<file path="config.mk">
export PLATFORM = sky130hd
export DESIGN_NAME = mem_access_unit
export DESIGN_NICKNAME = d
export VERILOG_FILES = /design/src/rtl/mem_acc_pkg.sv /design/src/rtl/byte_lane_unit.sv /design/src/rtl/mem_access_unit.sv
export SDC_FILE = /design/constraint.sdc
export NUM_CORES = 1
export LEC_CHECK = 0
export BUFFER_PORTS_ARGS = -buffer_cell sky130_fd_sc_hd__buf_2
export CORE_AREA = 5 5 119 121
export DETAILED_ROUTE_END_ITERATION = 6
export DIE_AREA = 0 0 124 126
export PLACE_DENSITY = 0.73
export SLEW_MARGIN = 5
export SYNTH_ARGS = -nofsm -noshare
export SYNTH_HDL_FRONTEND = slang
export SYNTH_SLANG_ARGS = --single-unit
export TNS_END_PERCENT = 30
</file>
<file path="constraint.sdc">
create_clock -name clk -period 1.8 [get_ports clk]
set_input_delay 0.27 -clock clk [delete_from_list [all_inputs] [get_ports clk]]
set_output_delay 0.27 -clock clk [all_outputs]
set_load 0.03 [all_outputs]
</file>
<file path="src/rtl/mem_acc_pkg.sv">
// Shared encodings, FSM state type and alignment helper for the data-memory
// load/store controller.
package mem_acc_pkg;

    localparam logic [1:0] SZ_BYTE = 2'b00;
    localparam logic [1:0] SZ_HALF = 2'b01;
    localparam logic [1:0] SZ_WORD = 2'b10;
    localparam logic [1:0] SZ_RSVD = 2'b11;

    typedef enum logic [2:0] {
        IDLE   = 3'd0,
        ACCESS = 3'd1,
        WRITE  = 3'd2,
        ERR    = 3'd3,
        RESP   = 3'd4
    } state_t;

    // Reserved size is folded in here so the accept path has a single check.
    function automatic logic is_misaligned(input logic [1:0] size, input logic [1:0] addr_lo);
        logic bad;
        bad = 1'b0;
        case (size)
            SZ_BYTE: bad = 1'b0;
            SZ_HALF: bad = addr_lo[0];
            SZ_WORD: bad = |addr_lo;
            default: bad = 1'b1;
        endcase
        return bad;
    endfunction

endpackage

</file>
<file path="src/rtl/byte_lane_unit.sv">
// Little-endian lane extraction/extension for loads and lane merge for
// sub-word stores; purely combinational.
module byte_lane_unit
    import mem_acc_pkg::*;
(
    input  logic [31:0] i_word,
    input  logic [1:0]  i_addr_lo,
    input  logic [1:0]  i_size,
    input  logic        i_sext,
    input  logic [15:0] i_wdata,
    output logic [31:0] o_load,
    output logic [31:0] o_merged
);

    logic [7:0]  w_byte;
    logic [15:0] w_half;

    always_comb begin
        w_byte = i_word[7:0];
        case (i_addr_lo)
            2'd1:    w_byte = i_word[15:8];
            2'd2:    w_byte = i_word[23:16];
            2'd3:    w_byte = i_word[31:24];
            default: w_byte = i_word[7:0];
        endcase
        w_half = i_addr_lo[1] ? i_word[31:16] : i_word[15:0];

        // Word loads ignore sext.
        o_load = i_word;
        if (i_size == SZ_BYTE) begin
            o_load = {{24{i_sext & w_byte[7]}}, w_byte};
        end else if (i_size == SZ_HALF) begin
            o_load = {{16{i_sext & w_half[15]}}, w_half};
        end

        o_merged = i_word;
        if (i_size == SZ_BYTE) begin
            case (i_addr_lo)
                2'd1:    o_merged[15:8]  = i_wdata[7:0];
                2'd2:    o_merged[23:16] = i_wdata[7:0];
                2'd3:    o_merged[31:24] = i_wdata[7:0];
                default: o_merged[7:0]   = i_wdata[7:0];
            endcase
        end else if (i_size == SZ_HALF) begin
            if (i_addr_lo[1]) begin
                o_merged[31:16] = i_wdata;
            end else begin
                o_merged[15:0] = i_wdata;
            end
        end
    end

endmodule

</file>
<file path="src/rtl/mem_access_unit.sv">
// Load/store controller between the pipeline and word-addressed data memory:
// one request at a time, sub-word stores done as read-modify-write.
module mem_access_unit
    import mem_acc_pkg::*;
#(
    parameter int ADDR_W = 12
) (
    input  logic              clk,
    input  logic              reset,
    input  logic              req,
    input  logic              wr,
    input  logic [1:0]        size,
    input  logic              sext,
    input  logic [31:0]       addr,
    input  logic [31:0]       wdata,
    output logic              busy,
    output logic              done,
    output logic [31:0]       rdata,
    output logic              exc_adel,
    output logic              exc_ades,
    output logic [ADDR_W-3:0] mem_addr,
    output logic [31:0]       mem_din,
    output logic              mem_we,
    input  logic [31:0]       mem_dout
);

    state_t              r_state;
    state_t              w_next;
    logic                r_wr;
    logic [1:0]          r_size;
    logic                r_sext;
    logic [ADDR_W-1:0]   r_addr;
    logic [31:0]         r_wdata;
    logic [31:0]         r_rdata;
    logic [31:0]         r_merged;
    logic                r_exc_adel;
    logic                r_exc_ades;
    logic                w_bad;
    logic                w_word_store;
    logic [31:0]         w_load;
    logic [31:0]         w_merged;

    assign w_bad        = is_misaligned(size, addr[1:0]) | (|addr[31:ADDR_W]);
    assign w_word_store = r_wr && (r_size == SZ_WORD);

    byte_lane_unit u_lanes (
        .i_word    (mem_dout),
        .i_addr_lo (r_addr[1:0]),
        .i_size    (r_size),
        .i_sext    (r_sext),
        .i_wdata   (r_wdata[15:0]),
        .o_load    (w_load),
        .o_merged  (w_merged)
    );

    always_ff @(posedge clk) begin
        if (reset) begin
            r_state <= IDLE;
        end else begin
            r_state <= w_next;
        end
    end

    always_comb begin
        w_next  = r_state;
        mem_we  = 1'b0;
        mem_din = 32'd0;
        case (r_state)
            IDLE: begin
                if (req) begin
                    w_next = w_bad ? ERR : ACCESS;
                end
            end
            ACCESS: begin
                if (w_word_store) begin
                    mem_we  = 1'b1;
                    mem_din = r_wdata;
                end
                w_next = (r_wr && !w_word_store) ? WRITE : RESP;
            end
            WRITE: begin
                mem_we  = 1'b1;
                mem_din = r_merged;
                w_next  = RESP;
            end
            ERR:     w_next = RESP;
            RESP:    w_next = IDLE;
            default: w_next = IDLE;
        endcase
        // A reset landing on the write edge must not let the store through.
        if (reset) begin
            mem_we  = 1'b0;
            mem_din = 32'd0;
        end
    end

    always_ff @(posedge clk) begin
        if (reset) begin
            r_wr       <= 1'b0;
            r_size     <= SZ_BYTE;
            r_sext     <= 1'b0;
            r_addr     <= '0;
            r_wdata    <= 32'd0;
            r_rdata    <= 32'd0;
            r_merged   <= 32'd0;
            r_exc_adel <= 1'b0;
            r_exc_ades <= 1'b0;
        end else begin
            case (r_state)
                IDLE: begin
                    if (req) begin
                        r_wr       <= wr;
                        r_size     <= size;
                        r_sext     <= sext;
                        r_addr     <= addr[ADDR_W-1:0];
                        r_wdata    <= wdata;
                        r_exc_adel <= 1'b0;
                        r_exc_ades <= 1'b0;
                    end
                end
                ACCESS: begin
                    if (!r_wr) begin
                        r_rdata <= w_load;
                    end else begin
                        r_merged <= w_merged;
                    end
                end
                ERR: begin
                    r_exc_adel <= ~r_wr;
                    r_exc_ades <= r_wr;
                end
                default: ;
            endcase
        end
    end

    assign busy     = (r_state != IDLE);
    assign done     = (r_state == RESP);
    assign rdata    = r_rdata;
    assign exc_adel = r_exc_adel;
    assign exc_ades = r_exc_ades;
    assign mem_addr = r_addr[ADDR_W-1:2];

endmodule

</file>
Word level (Yosys, flattened, before mapping)
Index checks and enable logic that the tools add are counted.

Logic and storage cells: 68. Register bits: 117. Output and inout port bits: 79.

Reduce and logical (&&, ||, !) cells: 16. Bitwise logic cells: 4. Eq/ne operators: 12. Muxes and demuxes: 26.

Operator list (count): two-way mux 32 bit (6); case mux 32 bit (2 select lines) (1); two-way mux 16 bit (3); two-way mux 8 bit (4); case mux 8 bit (3 select lines) (1); OR reduction 20 bit (1); case mux 3 bit (3 select lines) (1); equality test 2 bit (second input constant) (4); AND reduction 2 bit (4); equality test 2 x 1 -> 1 bit (second input constant) (3); equality test 3 x 2 -> 1 bit (second input constant) (2); two-way mux 3 bit (2); case mux 1 bit (2 select lines) (3); zero test 2 bit (2); OR reduction 2 bit (2); equality test 3 x 1 -> 1 bit (second input constant) (1); equality test 3 bit (second input constant) (1); zero test 3 bit (1); two-way mux 1 bit (3); case mux 1 bit (3 select lines) (1); nonzero test 3 bit (1); OR reduction 3 bit (1); bitwise AND 1 bit (2); logical AND 1 bit (2); other kinds (6) (6).

Depth between registers and ports, before layout
Depth after elaboration: 6. Gate-level depth with buffers: 7. Mapped depth without buffers: 4.

Hierarchy
Synthesis repeated with hierarchy kept, for this count alone.

Cell total of the unflattened synthesis: 830. Area total of the unflattened synthesis: 6142.1 um2.

Modules (own cells, without submodules): mem_access_unit (cells an instance 620, times used 1, area each 4718.3 um2); byte_lane_unit (cells an instance 210, times used 1, area each 1423.9 um2).

Worst setup path before layout
No wires, ideal clock.

Path type: reg-to-output. Start: register r_state[1]. End: output mem_din[22]. Cell stages (with the launch flop): 8. Required time: 1.530 ns. Arrival time: 1.659 ns. Setup slack: -0.129 ns. Cell sequence: dfxtp_1 -> buf_2 -> and4bb_2 -> and3_1 -> buf_2 -> buf_2 -> a22oi_1 -> nor2_1.

Longest elaborated chain between the ends: 3.

RTL lines: start, declared (RTL line mem_access_unit.sv:27) `state_t r_state;`; start signal, assigned (RTL line mem_access_unit.sv:60) `r_state <= w_next;`; equality test 3 x 2 -> 1 bit / equality test 3 x 1 -> 1 bit (equally long branches) (RTL line mem_access_unit.sv:68) `case (r_state)`; case mux 32 bit (2 select lines) * (RTL line mem_access_unit.sv:68); two-way mux 32 bit * (RTL line mem_access_unit.sv:91) `if (reset) begin`; end, declared (RTL line mem_access_unit.sv:22) `output logic [31:0] mem_din,`.

Mark *: on every way between the ends. The rest lies on a longest branch, timed or not.

Worst setup path in the final report
Start: register r_state[2]. End: output mem_din[31].

Same word-level chain as after synthesis.

==> metrics.md <==
| Metric | Value |
|---|---|
| Largest area contributor in the netlist | `dfxtp_1` |
| Period minus WS final | `2.087 ns` |
| Clock sinks | `117` |
| Starting Density | `45.69%` |
| DRC viols | `0` |
| Warnings from Yosys | `0` |
| Setup-failing EPs final | `33` |
| Area grow syn2layout | `39.03%` |
| Ports | `182` |
| Final Instance Area | `0.008245 mm²` |
| Top sig layer | `met4` |
| RSZ-0062 raised after global routing | `true` |
| DP Area | `0.007171 mm²` |
| Critical path's most frequent cell | `buf_6` |
| Final WS setup | `-0.2871 ns` |
| Max Slew Vio Count | `0` |
| Number of diodes | `0` |
| Commonest non-fill, non-tap cell in the layout | `buf_2` |
| HPWL Detailed | `14000 µm` |
| Fill count | `1151` |
| Rows | `42` |
| Area of the core | `0.01298 mm²` |
| Max incr delay on CP | `0.32 ns` |
| Ys async rst share | `0%` |
| Hold Path Class | `primary input to flip-flop` |
| CP arrival | `1.82 ns` |
| Placer Congestion | `0.9886` |
| Worst EP required | `1.53 ns` |
| Failing checks | `setup timing` |
| Syn Area/Cell | `7.897 µm²` |
| Final Skew | `0.006554 ns` |
| Worst Path Class, Setup | `flip-flop to primary output` |
| Total power | `8.049 mW` |
| Worst slew pin tran | `0.6348 ns` |
| Period utilization | `116.0%` |
| Drt first pass iters | `5` |
| Most frequent cells in the layout | `buf_2 (146), nand2_1 (143), dfxtp_1 (113)` |
| Post-synth EDFFs | `0` |
| Die width | `124 µm` |
| Met3 wire length | `2085 µm` |
| DR iter-0 viols | `578` |
| Clock slew at reported path FFs | `0.05 ns` |
| Final wirelength | `20380 µm` |
| Final Hold Violating Endpoints | `0` |
| Max Freq | `0.4791 GHz` |
| Grt ovf | `0` |
| #FFs+latches synth | `117` |
| First-pass GRT wire length | `30730 µm` |
| Main synth FF type | `dfxtp_1` |
| CTS buffer count | `17` |
| LEAKAGE | `3.452 nW` |
| Met1 WL | `8250 µm` |
| Multi-input logic area | `0.003366 mm²` |
| Clk buf depth | `2` |
| DR WL met2 | `9604 µm` |
| Overall Global Routing Usage | `25.25%` |
| Largest net degree at the start of global routing | `54` |
| VDD IR max | `618.3 µV` |
| H-tree depth | `4` |
| CP max-delay cell | `dfxtp_2` |
| Status | `finished, violations left` |
| Post-DRT Antenna Nets | `0` |
| Syn nets | `854` |
| Final Util | `63.52%` |
| CTS Hold Buffers Added | `0` |
| Dominant cells by area after synthesis | `dfxtp_1 (39%), nand2_1 (9.1%), nor2_1 (5.8%)` |
| Die H | `126 µm` |
| PD cells | `976.2 mW/mm²` |
| Via Count | `6202` |
| Syn Std Cell Area | `0.005931 mm²` |
| Critical-path cell list | `buf_6, nor3b_4, buf_6, clkbuf_16, a22oi_2, nor2_1, buf_4` |
| Initial antenna violation count | `0` |
| # Max-Cap Violations | `0` |
| # nets final | `1030` |
| Register area | `0.002347 mm²` |
| CTS tree | `yes` |
| Register area share after synthesis | `39.49%` |
| Via density | `5.557` |
| Slew Limit Headroom | `57.63%` |
| Syn Inst Count | `751` |
| Die area | `0.01562 mm²` |
| Vias in the first global route | `5877` |
| IO Port Bufs | `181` |
| CP startpoint kind | `flip-flop` |
| Top-area cell type share of the netlist area | `39.49%` |
| Worst setup EP type | `primary output` |
| Skew-Pair Late Insertion Delay | `0.41 ns` |
| Setup TNS | `-8.188 ns` |
| Min Hold Slack | `0.09078 ns` |
| Root Buffer | `clkbuf_16` |
| Critical Path Fanout Max | `8` |
| Share of cells above drive strength 1 | `35.21%` |
| DR WL/cell | `18.26 µm` |
| Cell variety after synth | `46` |
[sequential cells by signal, indices dropped and copies added (netlist names)]
| name | cells |
|---|---|
| exc_adel | 1 |
| exc_ades | 1 |
| r_addr | 12 |
| r_merged | 32 |
| r_sext | 1 |
| r_size | 2 |
| r_state | 3 |
| r_wdata | 32 |
| r_wr | 1 |
| rdata | 32 |
[synthesized netlist by cell type (2+ instances only)]
library cell and count:
nor3b_1 4, dfxtp_1 117, nand3b_1 2, inv_1 6, nor2b_1 9, a31oi_1 2, o21a_1 9, nand2b_1 10
a31oi_4 2, mux2i_1 30, buf_2 31, nand3_1 9, o22ai_1 2, o21ai_0 56, nor3_1 27, nor4_1 5
nor2_2 2, nor2_1 92, a211oi_1 30, a21oi_1 52, buf_4 12, a311oi_1 2, mux4_1 6, buf_6 2
a22oi_1 32, o211a_1 8, clkbuf_1 29, mux4_2 3, nand2_1 143
[cell type report]
cell class                      count  share of cell area (%)
Multi-Input combinational cell    554                   40.82
Sequential cell                   117                   28.47
Timing Repair Buffer              231                   20.38
Clock buffer                       19                   5.493
Tap cell                          176                   2.671
Clock inverter                     13                   1.897
Inverter                            6                  0.2731
[layer usage]
metal / track usage, % / vias to the layer above
met5: 0 / -
met4: 7.796 / 0
met3: 7.713 / 34
met2: 40.09 / 310
met1: 32.90 / 2892
li1: - / 2966
[worst max-delay path: cells and delay by family (launching register included)]
kind                   cells  cell delay, ns
AO/OA/AOI/OAI              1            0.08
buffers and inverters      4            0.64
AND/OR/NAND/NOR            2            0.36
flip-flops                 1            0.32
[timing repair]
action | in CTS | in global routing
setup endpoints to repair | 33 | 50
setup buffers | 5 | 3
gates cloned | 2 | 2
gates resized for setup | 57 | 35
endpoints found under the hold margin | 0 | 0
pin swaps | 3 | 14
[cells by family (layout without fill, tap and decap cells)]
logic type	after synthesis	after routing	synth area share (%)
AO/OA/AOI/OAI	202	202	21.94
XOR/XNOR	1	1	0.1477
buffers and inverters	80	269	6.730
flip-flops	117	117	39.49
multiplexers	39	39	8.861
AND/OR/NAND/NOR	312	312	22.83
[power breakdown]
group | total (mW) | switching (mW) | internal (mW)
Sequential | 2.92 | 0.143 | 2.77
Combinational | 1.69 | 1.03 | 0.660
Clock | 3.44 | 1.21 | 2.24
Total | 8.05 | 2.38 | 5.67
[stage by stage]
step                      std cells  worst slack, ns
after floorplan                 751        -0.005332
after global placement         1072          0.08639
after detailed placement       1072          0.02411
after CTS                      1111          -0.2918
after global routing           1116          -0.3470
final                          1116          -0.2871
[worst paths after layout]
kind | to | from | cells past startpoint | slack [ns]
setup / recovery | mem_din[31] | r_state[2] | 7 | -0.29
hold / removal | r_addr[7] | addr[7] | 3 | 0.09
setup reg to reg | rdata[10] | r_state[2] | 6 | 0.04
hold reg to reg | r_addr[4] | r_addr[4] | 2 | 0.45
(Power assumes the default switching activity.)
